`src/rtl/dmem_access_unit.sv`:
```
// Memory-stage data-memory access unit for the RV32I pipeline: turns a decoded load/store
// into a byte-lane cache request and returns extended load data, stalling MEM until done.
module dmem_access_unit (
    input  logic        clk,
    input  logic        rst_n,
    input  logic        req_valid,
    input  logic        req_write,
    input  logic [2:0]  req_funct3,
    input  logic [31:0] req_addr,
    input  logic [31:0] req_wdata,
    output logic        req_ready,
    output logic        stall,
    output logic        resp_valid,
    output logic [31:0] resp_rdata,
    output logic        resp_error,
    output logic        dmem_read,
    output logic        dmem_write,
    output logic [31:0] dmem_address,
    output logic [31:0] dmem_wdata,
    output logic [3:0]  dmem_byte_enable,
    input  logic [31:0] dmem_rdata,
    input  logic        dmem_resp
);

    localparam logic [1:0] IDLE   = 2'd0;
    localparam logic [1:0] ACCESS = 2'd1;
    localparam logic [1:0] DONE   = 2'd2;

    logic [1:0]  state;
    logic        wr_q;
    logic [2:0]  f3_q;
    logic [1:0]  off_q;

    logic        illegal;
    logic        misaligned;
    logic [3:0]  be_next;
    logic [31:0] wdata_next;
    logic [31:0] lane;
    logic [31:0] load_data;

    // Request decode; funct3[1:0] gives the access size for both loads and stores.
    always_comb begin
        illegal    = req_write ? (req_funct3 > 3'd2)
                               : (req_funct3 == 3'b011 || req_funct3[2:1] == 2'b11);
        misaligned = 1'b0;
        be_next    = 4'b1111;
        wdata_next = req_wdata;
        case (req_funct3[1:0])
            2'b00: begin
                be_next    = 4'b0001 << req_addr[1:0];
                wdata_next = {4{req_wdata[7:0]}};
            end
            2'b01: begin
                misaligned = req_addr[0];
                be_next    = 4'b0011 << req_addr[1:0];
                wdata_next = {2{req_wdata[15:0]}};
            end
            2'b10: begin
                misaligned = |req_addr[1:0];
            end
            default: ;
        endcase
    end

    // funct3[2] set means the unsigned variants lbu/lhu.
    always_comb begin
        lane = dmem_rdata >> {off_q, 3'b000};
        case (f3_q[1:0])
            2'b00:   load_data = f3_q[2] ? {24'b0, lane[7:0]}  : {{24{lane[7]}}, lane[7:0]};
            2'b01:   load_data = f3_q[2] ? {16'b0, lane[15:0]} : {{16{lane[15]}}, lane[15:0]};
            default: load_data = lane;
        endcase
    end

    always_ff @(posedge clk or negedge rst_n) begin
        if (!rst_n) begin
            state            <= IDLE;
            wr_q             <= 1'b0;
            f3_q             <= 3'b000;
            off_q            <= 2'b00;
            resp_rdata       <= 32'b0;
            resp_error       <= 1'b0;
            dmem_address     <= 32'b0;
            dmem_wdata       <= 32'b0;
            dmem_byte_enable <= 4'b0;
        end else begin
            case (state)
                IDLE: begin
                    if (req_valid) begin
                        wr_q       <= req_write;
                        f3_q       <= req_funct3;
                        off_q      <= req_addr[1:0];
                        resp_rdata <= 32'b0;
                        if (illegal || misaligned) begin
                            resp_error <= 1'b1;
                            state      <= DONE;
                        end else begin
                            resp_error       <= 1'b0;
                            dmem_address     <= {req_addr[31:2], 2'b00};
                            dmem_byte_enable <= be_next;
                            dmem_wdata       <= wdata_next;
                            state            <= ACCESS;
                        end
                    end
                end
                ACCESS: begin
                    if (dmem_resp) begin
                        resp_rdata <= wr_q ? 32'b0 : load_data;
                        state      <= DONE;
                    end
                end
                DONE: begin
                    resp_rdata <= 32'b0;
                    resp_error <= 1'b0;
                    state      <= IDLE;
                end
                default: state <= IDLE;
            endcase
        end
    end

    // Strobes decode from state so an async reset drops them immediately.
    assign req_ready  = (state == IDLE);
    assign resp_valid = (state == DONE);
    assign dmem_read  = (state == ACCESS) && !wr_q;
    assign dmem_write = (state == ACCESS) && wr_q;
    assign stall      = req_valid && !resp_valid;

endmodule

```
`config.mk`:
```
export PLATFORM = sky130hd
export DESIGN_NAME = dmem_access_unit
export DESIGN_NICKNAME = d
export VERILOG_FILES = /design/src/rtl/dmem_access_unit.sv
export SDC_FILE = /design/constraint.sdc
export NUM_CORES = 1
export LEC_CHECK = 0
export BUFFER_PORTS_ARGS = -buffer_cell sky130_fd_sc_hd__buf_2
export CORE_UTILIZATION = 48
export CTS_CLUSTER_SIZE = 16
export DETAILED_ROUTE_END_ITERATION = 8
export PLACE_DENSITY_LB_ADDON = 0.25
export SLEW_MARGIN = 15
export SYNTH_ARGS = -nofsm -noshare
export SYNTH_HDL_FRONTEND = slang
export SYNTH_SLANG_ARGS = --single-unit
```
`constraint.sdc`:
```
create_clock -name clk -period 2.6 [get_ports clk]
set_clock_uncertainty 0.2 [all_clocks]
set_input_delay 0.26 -clock clk [delete_from_list [all_inputs] [get_ports clk]]
set_output_delay 0.26 -clock clk [all_outputs]
set_load 0.05 [all_outputs]
```
==> results of run 1 <==
[logic make-up after synthesis]
kind of cell             Yosys count  share of synthesized area (%)
AO/OA/AOI/OAI                     85                           11.4
adder cells (fa/ha/maj)            4                          0.985
buffers and inverters             36                           3.23
flip-flops                       107                           52.7
multiplexers                     105                           23.3
other                              1                         0.0738
AND/OR/NAND/NOR                   80                           8.25
[synthesized netlist by cell type, drive strengths merged, types with 4 or more instances]
| cell type | instances | area [sq um] |
|---|---|---|
| dfrtp | 107 | 2680 |
| mux2 | 87 | 980 |
| nand2 | 37 | 139 |
| o21ai | 29 | 145 |
| a21oi | 17 | 85.1 |
| buf | 17 | 92.6 |
| a221o | 16 | 160 |
| mux2i | 16 | 160 |
| nor2 | 14 | 52.6 |
| clkbuf | 13 | 48.8 |
| nand3b | 10 | 75.1 |
| a22o | 8 | 70.1 |
| a22oi | 8 | 60.1 |
| inv | 6 | 22.5 |
| ha | 4 | 50.1 |
| nand2b | 4 | 25.0 |
[what timing repair did]
action	4_1_cts	5_1_grt
hold buffers	53	0
resized for setup	0	1
hold endpoints to repair	98	0
setup endpoints to repair	0	5
[metal layers]
layer,GRT usage (%),vias to the layer above,wire length (um)
li1,-,2018,-
met1,29.6,2152,5410
met2,46.4,183,7370
met3,5.61,29,910
met4,11.5,0,371
met5,0,-,0
[state kept, by name, indices dropped and copies added (netlist names)]
name and cells:
dmem_wdata 32, resp_rdata 32, dmem_address 30, dmem_byte_enable 4
f3_q 3, off_q 2, state 2, resp_error 1
wr_q 1
[worst max-delay path, stage by stage]
cell and delay [ns]:
sky130_fd_sc_hd__dlygate4sd3_1 0.54, sky130_fd_sc_hd__buf_2 0.15, sky130_fd_sc_hd__inv_1 0.07, sky130_fd_sc_hd__ha_1 0.23, sky130_fd_sc_hd__o211ai_1 0.25, sky130_fd_sc_hd__nand3_2 0.15
sky130_fd_sc_hd__nor3_4 0.16, sky130_fd_sc_hd__buf_12 0.30, sky130_fd_sc_hd__mux2_2 0.40
[power by group]
group	switching [mW]	total, mW	internal (mW)
combinational	2.86	4.02	1.15
clock	0.569	1.08	0.509
sequential	0.343	2.57	2.23
[layout make-up]
type / count / area (sq um)
sequential: 107 / 2680
inverter: 6 / 22.5
clock inverter: 4 / 56.3
clock buffer: 12 / 155
multi-input combinational: 276 / 2250
timing repair buffer: 274 / 1700
tap: 136 / 170
fill: 825 / 3240
[final timing paths]
kind | cells past startpoint | start | end | slack [ns]
worst max-delay path | 9 | req_funct3[0] | dmem_address[31] | 0.10
worst min-delay path | 2 | dmem_rdata[31] | resp_rdata[31] | 0.02
worst max register to register | 5 | state[1] | dmem_address[31] | 0.52
worst min register to register | 2 | resp_rdata[10] | resp_rdata[10] | 0.29
max in group asynchronous | 3 | rst_n | resp_rdata[25] | 1.22
min in group asynchronous | 2 | rst_n | state[1] | 0.26
==> results.yml, run 1 <==
sta:
  worst_pin_slew_ns: 0.613
  timing.final.setup_violations: 0
  rsz0062_at_grt: "no"
  timing.final.hold_violations: 0
  timing.slew.headroom_pct: 59.2
  fin_worst_hold_slack_ns: 0.0234
  final.min_clock_period_ns: 2.50
  max_freq_mhz: 401
  final.setup.tns_ns: 0
  timing.final.max_slew_violations: 0
  final.setup.worst_slack_ns: 0.104
  fin_crit_sh_pct: 96.0
cells_and_area:
  finalNetCount: 782
  postLayoutCoreUtil_pct: 68.4
  syn2layout_area_growth_pct: 38.5
  cell_count_final_fillers_out: 815
  finish.instance_area_sq_um: 7030
  insertedDiodeCount: 0
  final_layout_size_suffix_gt1_share_pct: 46.2
  final_common_cell: "sky130_fd_sc_hd__buf_2"
  most-common-layout-cells: "sky130_fd_sc_hd__buf_2 (206), sky130_fd_sc_hd__dfrtp_1 (107), sky130_fd_sc_hd__mux2_2 (67), sky130_fd_sc_hd__dlygate4sd3_1 (53), sky130_fd_sc_hd__nand2_1 (37)"
setup_path:
  critical_path_required_ns: 2.65
  worstSetupStartpointType: "primary input"
  crit_path_max_fanout: 59
  timing_worst_setup_path_type: "in -> reg"
  timing.critical_path.arrival_ns: 2.54
  endpoint_class_of_the_critical_path: "flip-flop"
yosys:
  post_synth.cell_area_avg_sq_um: 12.2
  synth.yosys.seq_area_share_pct: 52.7
  cell_area_after_synthesis_sq_um: 5080
  synth_warnings: 0
  synth.ff_latch_count: 107
  synth_cell_types: 38
  synthArstFlopShare_pct: 100
  mapped_cells: 418
  post_synth_edffs: 0
  synth_flop_cell: "sky130_fd_sc_hd__dfrtp_1"
route:
  drtIter0Drc: 165
  first_pass_detailed_route_iteration_total: 4
  avgViaCountPerCell: 5.38
  remaining_drc_errors: 0
  via_count: 4382
  route.final.wire_length_mm: 14.1
  avgRoutedWirePerCell_um: 17.3
  drt.antenna.violating_nets: 0
power:
  cellLeakagePower_nw: 3.47
  power.total_mw: 7.67
  vdd.ir_drop.worst_mv: 0.777
  power.density_nw_per_um2: 1090
grt:
  grt_max_degree: 60
  grt_usage_pct: 25.9
  number_of_global_route_vias_before_repair: 4596
  gr-total-overflow: 0
  grt_antenna_before_repair: 0
  grt_pass1_wl_mm: 22.4
placement:
  io_buffer_count: 207
  dpl_cell_area_sq_um: 6290
  numPlacedInstances: 746
  place.detailed.hpwl_mm: 9.35
  placement.setup.worst_slack_ns: 0.267
  gp_routability_congestion: 0.863
clock_tree:
  cts_inserted_buffers: 9
  clock_tree_from_tritoncts: "built"
  clock_latency_ns: 0.35
  clkSinkCount: 107
  cts_root_buf: "sky130_fd_sc_hd__clkbuf_8"
  cts-root-to-sink-buffers: 2
  cts.htree.levels: 3
  clk_pin_slew_ns: 0.10
  cts.repair_timing.setup_buffer_count: 0
die:
  design.die.area_sq_um: 11000
  core_area_sq_um: 10300
  die_width_um: 105
  row_count: 37
  floorplan.initialDensity_pct: 49.4
  ioPinCount: 210
  die_h_um: 105
min_path:
  hold_path_class: "in -> reg"
run:
  cap_viol_max_count: 0
outcome:
  status: "completed"
Note: power is estimated with default switching activity, not from simulation.
==> run 2, diff against run 1 <==
CORE_ASPECT_RATIO = 2   (was not set)
CTS_CLUSTER_SIZE = not set   (was 16)
==> run 2 against run 1 <==
  * Critical path depth is 3 lower
  * Largest cell class unchanged
  * Flip-flop and latch count unchanged
  * Combinational power hardly changed
  * Total power is 3.5% higher
  * Global-route usage is 0.30 points higher
  * Sequential power about the same
  * Register-to-register slack worse by 0.13 ns
  * Count of clock-buffer cells in the layout shrank 2
  * Worst setup slack improved by 0.21 ns
  * Final area up 0.23%
  * Critical path type unchanged
  * Non-clock buffer count is 7 lower
  * Hold slack lost 0.0019 ns
==> results.yml, run 2 (same netlist as run 1, synthesis figures left out) <==
die:
  floorplan.initialDensity_pct: 49.7
  row_count: 52
  die_width_um: 74.7
  core_area_sq_um: 10200
  ioPinCount: 210
  design.die.area_sq_um: 11000
  die_h_um: 147
setup_path:
  endpoint_class_of_the_critical_path: "flip-flop"
  timing_worst_setup_path_type: "in -> reg"
  r2r.worst_path.cells: 3
  timing.critical_path.arrival_ns: 2.31
  worstSetupStartpointType: "primary input"
  crit_path_max_fanout: 9
  critical_path_required_ns: 2.62
clock_tree:
  clock_tree_from_tritoncts: "built"
  cts-root-to-sink-buffers: 2
  cts.htree.levels: 3
  clkSinkCount: 107
  cts_root_buf: "sky130_fd_sc_hd__clkbuf_16"
  cts.repair_timing.setup_buffer_count: 0
  postCtsResizedCells: 0
  ctsHoldBuffers: 47
  cts_inserted_buffers: 9
  clk_pin_slew_ns: 0.07
  clock_latency_ns: 0.34
placement:
  io_buffer_count: 207
  placement.setup.worst_slack_ns: 0.283
  gp_routability_congestion: 0.785
  dpl_cell_area_sq_um: 6280
  place.detailed.hpwl_mm: 10.2
cells_and_area:
  final_common_cell: "sky130_fd_sc_hd__buf_2"
  finalNetCount: 775
  final_layout_size_suffix_gt1_share_pct: 46.6
  finish.instance_area_sq_um: 7050
  nFillCells: 795
  reg_top3: "dmem_wdata x32, resp_rdata x32, dmem_address x30"
  insertedDiodeCount: 0
  most-common-layout-cells: "sky130_fd_sc_hd__buf_2 (206), sky130_fd_sc_hd__dfrtp_1 (107), sky130_fd_sc_hd__mux2_2 (67), sky130_fd_sc_hd__dlygate4sd3_1 (47), sky130_fd_sc_hd__nand2_1 (37)"
  postLayoutCoreUtil_pct: 69.0
  syn2layout_area_growth_pct: 38.8
sta:
  rsz0062_at_grt: "no"
  fin_crit_sh_pct: 88.0
  timing.final.max_slew_violations: 0
  fin_worst_hold_slack_ns: 0.0215
  timing.final.setup_violations: 0
  worst_pin_slew_ns: 1.14
  final.setup.worst_slack_ns: 0.312
  final.min_clock_period_ns: 2.29
  max_freq_mhz: 437
  final.setup.tns_ns: 0
  timing.final.hold_violations: 0
  timing.slew.headroom_pct: 23.7
route:
  avgViaCountPerCell: 5.42
  route.final.wire_length_mm: 14.1
  first_pass_detailed_route_iteration_total: 4
  drtIter0Drc: 156
  drt.antenna.violating_nets: 0
  remaining_drc_errors: 0
  via_count: 4372
  avgRoutedWirePerCell_um: 17.5
run:
  cap_viol_max_count: 0
grt:
  gr-total-overflow: 0
  grt_antenna_before_repair: 0
  grt_pass1_wl_mm: 21.8
  grt_usage_pct: 26.2
  grt_max_degree: 51
  number_of_global_route_vias_before_repair: 4636
power:
  power.density_nw_per_um2: 1130
  vdd.ir_drop.worst_mv: 0.875
  cellLeakagePower_nw: 3.48
min_path:
  hold_path_class: "in -> reg"
  min_path_cells: 2
outcome:
  status: "completed"
run 2: changes by cell type in the layout (fill, tap and decap cells not counted), sizes merged:
cell and change:
clkinv +1, clkbuf -2, dlygate4sd3 -6, bufinv -1, inv +2, buf -1
run 2: area by class of cell:
class                      count  area (sq um)  share of cell area, %
clock buffer                  10           239                   3.39
clock inverter                 6          62.6                  0.887
inverter                       6          22.5                  0.319
multi-input combinational    276          2250                   31.9
sequential                   107          2680                   38.0
tap                          135           169                   2.40
timing repair buffer         267          1630                   23.1
run 2: report_power, final:
group	switching, mW	internal [mW]
clock network	0.650	0.704
registers	0.315	2.23
logic	2.90	1.14
total	3.87	4.07
run 2: layer usage:
layer	part of all wire [%]	track usage, %	routed length (um)	vias to the layer above
met3	5.8	5.73	821	34
met4	3.4	12.2	478	0
met5	0	0	0	-
met2	56	49.4	7920	178
li1	-	-	-	2022
met1	35	25.6	4890	2138
run 2: worst paths after layout:
check	from	end	slack, ns
worst max register to register	state[1]	resp_rdata[29]	0.39
min in group asynchronous	rst_n	dmem_wdata[0]	0.17
max in group asynchronous	rst_n	dmem_address[4]	1.27
worst max-delay path	req_funct3[2]	dmem_wdata[6]	0.31
worst min-delay path	dmem_rdata[26]	resp_rdata[26]	0.02
worst min register to register	resp_rdata[10]	resp_rdata[10]	0.27
run 2: through the flow:
step / power, mW / cells
finish: 7.94 / 807
floorplan: 5.52 / 419
detailed placement: 6.56 / 744
CTS: 7.98 / 807
global route: 8.29 / 807
global placement: 6.47 / 744
run 2: critical path, stage by stage:
cell	delay (ns)
sky130_fd_sc_hd__dlygate4sd3_1	0.55
sky130_fd_sc_hd__buf_2	0.15
sky130_fd_sc_hd__nand2b_1	0.13
sky130_fd_sc_hd__o21ai_0	0.40
sky130_fd_sc_hd__or3_1	0.44
sky130_fd_sc_hd__mux2_1	0.37
